==> src/rtl/reg_write_arbiter.sv <==
// -----------------------------------------------------------------------------
// reg_write_arbiter
//   Arbitrates two register-file write requesters (A and B) with round-robin
//   fairness, and runs a clear sweep that zeroes every register one per cycle.
//   The register-file write port (rf_write / rf_inaddress / rf_in) is
//   registered, so an accepted write appears one cycle after its transfer.
//
// Ports
//   clk, reset            : clock, synchronous active-high reset
//   a_valid/a_addr/a_data : requester A write request
//   a_ready               : A accepted this cycle (combinational)
//   b_valid/b_addr/b_data : requester B write request
//   b_ready               : B accepted this cycle (combinational)
//   clr_req               : request to zero all registers
//   clr_busy              : clear sweep in progress
//   rf_write              : register-file write enable (registered)
//   rf_inaddress          : register-file write address (registered)
//   rf_in                 : register-file write data (registered)
// -----------------------------------------------------------------------------
module reg_write_arbiter #(
    parameter int unsigned DATA_W   = 8,
    parameter int unsigned ADDR_W   = 3,
    parameter int unsigned NUM_REGS = 8
) (
    input  logic              clk,
    input  logic              reset,

    input  logic              a_valid,
    input  logic [ADDR_W-1:0] a_addr,
    input  logic [DATA_W-1:0] a_data,
    output logic              a_ready,

    input  logic              b_valid,
    input  logic [ADDR_W-1:0] b_addr,
    input  logic [DATA_W-1:0] b_data,
    output logic              b_ready,

    input  logic              clr_req,
    output logic              clr_busy,

    output logic              rf_write,
    output logic [ADDR_W-1:0] rf_inaddress,
    output logic [DATA_W-1:0] rf_in
);

    typedef enum logic [0:0] {
        IDLE  = 1'b0,
        CLEAR = 1'b1
    } state_t;

    localparam logic [ADDR_W-1:0] CNT_LAST = ADDR_W'(NUM_REGS - 1);

    state_t            state_q, state_d;
    logic [ADDR_W-1:0] cnt_q, cnt_d;
    // 1 when B received the most recent grant; reset to 1 so A wins first
    logic              last_b_q, last_b_d;

    logic              wr_d;
    logic [ADDR_W-1:0] waddr_d;
    logic [DATA_W-1:0] wdata_d;
    logic              grant_a;
    logic              grant_b;

    // Next-state, grant and write-port selection
    always_comb begin
        state_d  = state_q;
        cnt_d    = cnt_q;
        last_b_d = last_b_q;
        wr_d     = 1'b0;
        waddr_d  = rf_inaddress;
        wdata_d  = rf_in;
        grant_a  = 1'b0;
        grant_b  = 1'b0;

        case (state_q)
            IDLE: begin
                if (!reset) begin
                    if (clr_req) begin
                        // Clear wins over pending writes; they wait for IDLE
                        state_d = CLEAR;
                        cnt_d   = '0;
                    end else begin
                        grant_a = a_valid && (!b_valid || last_b_q);
                        grant_b = b_valid && (!a_valid || !last_b_q);
                    end
                end

                if (grant_a) begin
                    wr_d     = 1'b1;
                    waddr_d  = a_addr;
                    wdata_d  = a_data;
                    last_b_d = 1'b0;
                end else if (grant_b) begin
                    wr_d     = 1'b1;
                    waddr_d  = b_addr;
                    wdata_d  = b_data;
                    last_b_d = 1'b1;
                end
            end

            CLEAR: begin
                wr_d    = 1'b1;
                waddr_d = cnt_q;
                wdata_d = '0;
                if (cnt_q == CNT_LAST) begin
                    state_d = IDLE;
                    cnt_d   = '0;
                end else begin
                    cnt_d = cnt_q + ADDR_W'(1);
                end
            end

            default: begin
                state_d = IDLE;
                cnt_d   = '0;
            end
        endcase
    end

    // State and registered write port
    always_ff @(posedge clk) begin
        if (reset) begin
            state_q      <= IDLE;
            cnt_q        <= '0;
            last_b_q     <= 1'b1;
            rf_write     <= 1'b0;
            rf_inaddress <= '0;
            rf_in        <= '0;
        end else begin
            state_q      <= state_d;
            cnt_q        <= cnt_d;
            last_b_q     <= last_b_d;
            rf_write     <= wr_d;
            rf_inaddress <= waddr_d;
            rf_in        <= wdata_d;
        end
    end

    assign a_ready  = grant_a;
    assign b_ready  = grant_b;
    assign clr_busy = (state_q == CLEAR);

endmodule

==> config.mk <==
export PLATFORM = sky130hd
export DESIGN_NAME = reg_write_arbiter
export DESIGN_NICKNAME = d
export VERILOG_FILES = /design/src/rtl/reg_write_arbiter.sv
export SDC_FILE = /design/constraint.sdc
export NUM_CORES = 1
export LEC_CHECK = 0
export CORE_UTILIZATION = 38
export CTS_CLUSTER_SIZE = 16
export DETAILED_ROUTE_END_ITERATION = 7
export MAX_ROUTING_LAYER = met4
export PLACE_DENSITY = 0.78
export SLEW_MARGIN = 30
export SYNTH_ARGS = -nofsm -noshare
export SYNTH_HDL_FRONTEND = slang
export SYNTH_SLANG_ARGS = --single-unit
==> constraint.sdc <==
create_clock -name clk -period 1.5 [get_ports clk]
set_input_delay 0.3 -clock clk [delete_from_list [all_inputs] [get_ports clk]]
set_output_delay 0.3 -clock clk [all_outputs]
set_load 0.005 [all_outputs]
# Word-level counts from Yosys, hierarchy flattened
# Cells that the tools add are included.
[totals]
ff_bits = 17
output_inout_bits = 15
in_bits = 27
wordCells = 45
[op_classes]
bitwise = 1
addsub = 1
n_mux = 25
eq_ne = 3
n_reduce_logical = 9
[ops]
columns = ["op", "n"]
rows = [
  ["$mux W8", 2],
  ["$pmux W8 S2", 1],
  ["$mux W1", 14],
  ["$mux W3", 4],
  ["$pmux W3 S2", 2],
  ["$pmux W1 S2", 2],
  ["$add A3 B1 Y3 const B", 1],
  ["$eq A3 B3 Y1 const B", 1],
  ["$logic_not A1 Y1", 3],
  ["$ne A3 B3 Y1 const B", 1],
  ["$logic_and A1 B1 Y1", 2],
  ["$logic_or A1 B1 Y1", 2],
  ["$ne A2 B2 Y1 const B", 1],
  ["$reduce_and A2 Y1", 1],
  ["$reduce_bool A2 Y1", 1],
  ["$not A1 Y1", 1],
]

# Depth between registers and ports, before layout
[depth]
word_depth = 9
depth_mapped = 5
mapped_depth_nobuf = 4

# Worst setup path before layout
# OpenSTA, ideal clock, no wires.
[synth_path]
path_kind = "flip-flop to flip-flop"
startpoint = "register state_q, in the netlist clr_busy"
endpoint = "register rf_inaddress[1]"
setup_time_ns = 0.130
arrival_ns = 1.090
stages_incl_launch_ff = 5
period_less_slack_ns = 1.220
required_time_ns = 1.370
n_path_buf = 0
slack_ns = 0.280
path_cell_list = "dfxtp_1 nor2_1 and4b_4 a222oi_1 a21oi_1"
[synth_between]
elab_chain_len = 2
word_cells_on_any_way = 3
cone_classes = "eq/ne: 1; mux: 1; bitwise: 1"
[synth_lines]
columns = ["element", "line", "rtl"]
rows = [
  ["start, declared", "53", "state_t state_q, state_d;"],
  ["start signal, assigned", "130", "state_q <= state_d;"],
  ["$not A1 Y1", "n/a", ""],
  ["$pmux W3 S2 or $ne A3 B3 Y1 (tied branches)", "n/a", ""],
  ["end signal, assigned", "134", "rf_inaddress <= waddr_d;"],
  ["end, declared", "42", "output logic [ADDR_W-1:0] rf_inaddress,"],
]
# Several ways; a longest one is shown, not always the timed one.
# A chain may end at the register's enable or synchronous reset.

# Worst setup path after layout
[layout_path]
startpoint = "register state_q, in the netlist clr_busy"
endpoint = "output b_ready"
[layout_between]
elab_chain_len = 1
[layout_lines]
columns = ["element", "line", "rtl"]
rows = [
  ["$mux W1", "75", "case (state_q)"],
  ["end, declared", "36", "output logic b_ready,"],
]
# No other way between the ends.

==> impl_metrics.toml <==
[sta]
hold_violations = 0
period_needed_ns = 1.45
hold_slack_ns = 0.465
setup_tns_ns = 0
clock.fmax_ghz = 0.688
setup_viol = 0
finalWorstSetupSlack_ns = 0.0456
relSlewSlack_pct = 81.0
fin_crit_sh_pct = 97.0
tightestPinTransition_ns = 0.285
fin_skew_ns = 0.00486
drv_slew = 0

[route]
antenna_left = 0
drt-initial-drc-count = 13
totalWireLength_um = 2140
dr_total_vias = 792
drc_errors = 0
vias_per_cell = 5.21
dr.pass1.iters = 4
wire_per_inst_um = 14.1

[clock_tree]
cts_tree = "yes"
cts_buffers = 3
cts_setup_buffers = 0
h-tree-depth = 1
worstSkewPairLatency_ns = 0.29
postCtsHoldBufs = 0
clk_path_buf_depth = 2
clockRootBuffer = "clkbuf_4"
cts.clk_slew.worst_paths_ns = 0.09
clkSinkCount = 17

[placed_design]
dp_slack_ns = -0.499
place.port_buffers = 41
dp_hpwl_um = 1630
place_area_sq_um = 1300
gp_congestion = 0.783

[floorplan]
coreArea_sq_um = 1960
die_w_um = 47.5
die_h_um = 47.5
pin_count = 42
start_util_pct = 40.1
rows = 16
die-area_sq_um = 2260

[pwr]
power_density_nw_per_um2 = 725
p_leak_nw = 0.590
peakVddDrop_uv = 582

[setup_path]
end_kind = "primary output"
critPathLaunchType = "register"
worst-setup-path-type = "register to primary output"
crit_arrival_ns = 1.15
crit_path_max_fanout = 2
cp_data_required_time_ns = 1.20

[finish]
multi_input_area_sq_um = 442
num_antenna_cells = 0
areaGrowthSynthToFinish_pct = 70.0
fillCellCount = 176
most-common-layout-cells = "clkdlybuf4s50_1 (33), dfxtp_1 (13), mux2i_1 (9), buf_4 (9), o2bb2ai_1 (8)"
layout-drive-gt1-share_pct = 21.6
regArea_sq_um = 345
layout.nets = 155
final_common_cell = "clkdlybuf4s50_1"
post-route-cell-area_sq_um = 1340

[synth]
synthSimpleGateAreaFrac_pct = 19.2
synth_area_sq_um = 787
synthMuxAreaShare_pct = 11.4
ys_types = 28
synth_top_family_by_area = "compound AO/OA/AOI/OAI gates"
synthCells = 74
synth_top_area_cell = "dfxtp_1"
syn-num-nets = 103
avgSynthCellArea_sq_um = 10.6
yosysSeqAreaShare_pct = 43.2
synth_top_area_share_pct = 43.2
synth_xor_area_share_pct = 0
synth_area_leaders = "dfxtp_1 (43%), mux2i_1 (11%), o2bb2ai_1 (8.9%)"
synth_warnings = 0
synth-adder-area-share_pct = 3.18
synth_compound_area_share_pct = 20.0
synth-seq-cells = 17

[grt]
grt_pass1_wl_um = 3150
first_global_vias = 756
grt_usage_pct = 21.4
grt_start_max_net_pins = 13
grt-ovfl-total = 0
antenna_found_initial = 0

[outcome]
outcome = "finished clean"

[flow_run]
maxCapViolations = 0

[worst_hold_path]
hp-class = "register to register"
==> metrics by stage <==
stage          instances  utilization (%)  power [W]
5_1_grt              152             68.2    0.00102
2_1_floorplan         74                -   0.000582
3_5_place_dp         148             66.1   0.000738
6_report             152             68.2   0.000970
4_1_cts              152             67.3   0.000974
3_3_place_gp         148             66.1   0.000731
==> repair_timing <==
| action | 4_1_cts | 5_1_grt |
|---|---|---|
| endpoints found under the setup margin | 4 | 5 |
| resized for setup | 11 | 9 |
| pin swaps | 0 | 1 |
==> layer usage <==
layer	share of wire, %	global-route usage, %	vias to the layer above
li1	-	-	380
met1	42	22.3	386
met2	53	37.5	22
met3	3.4	5.66	4
met4	1.7	9.14	0
met5	0	-	-
==> logic make-up (layout without fill, tap and decap cells) <==
family | Yosys count | count (layout)
adders and majority gates | 2 | 2
and+or+nand+nor | 23 | 23
buffers and inverters | 4 | 55
DFF | 17 | 17
AOI/OAI and AO/OA | 19 | 19
muxes | 9 | 9
==> path summary, 6_finish.rpt <==
| kind | startpoint | to | slack (ns) | depth (start not counted) |
|---|---|---|---|---|
| worst max register to register | clr_busy$_SDFF_PP0_ | rf_inaddress[0]$_SDFFE_PP0P_ | 0.10 | 5 |
| worst min-delay path | rf_in[4]$_SDFFE_PP0P_ | rf_in[4]$_SDFFE_PP0P_ | 0.47 | 1 |
| worst max-delay path | clr_busy$_SDFF_PP0_ | b_ready | 0.05 | 3 |
| worst min register to register | rf_in[4]$_SDFFE_PP0P_ | rf_in[4]$_SDFFE_PP0P_ | 0.47 | 1 |
==> cells in the mapped netlist <==
master,instances
dfxtp_1,17
mux2i_1,9
o2bb2ai_1,8
nor2_1,7
a21oi_1,4
nor3b_1,3
buf_4,2
clkbuf_1,2
ha_1,2
nand3b_1,2
a211oi_1,1
a21oi_4,1
a222oi_1,1
a22oi_1,1
and2b_1,1
and4b_4,1
nand2_1,1
nand2b_1,1
nand3_2,1
nor2_4,1
nor2b_1,1
nor3_1,1
o21bai_1,1
o22ai_1,1
o31ai_2,1
or2_4,1
or3_1,1
or3b_1,1
==> power breakdown <==
| part | total (W) | leakage (nW) | internal (W) | switching [W] |
|---|---|---|---|---|
| Combinational | 0.000237 | 0.436 | 0.000149 | 0.0000875 |
| Sequential | 0.000491 | 0.140 | 0.000477 | 0.0000147 |
| Clock | 0.000242 | 0.0150 | 0.000104 | 0.000138 |
==> final cells by class <==
cell class,instances,area share [%]
repair buffers,51,36.7
clock buffers,4,1.96
well taps,27,2.53
flip-flops and latches,17,25.8
multi-input cells,53,33.0
==> worst max-delay path, cell delays in order, from the launching register on <==
cell             delay (ns)
dfxtp_2                0.35
nor2_4                 0.08
and4b_4                0.23
clkdlybuf4s15_1        0.20
==> state kept, by name (all words and copies together), names as in the netlist <==
name and flops:
clr_busy 1, cnt_q 3, last_b_q 1, rf_in 8, rf_inaddress 3, rf_write 1
Power figures use the tool's default switching activity.
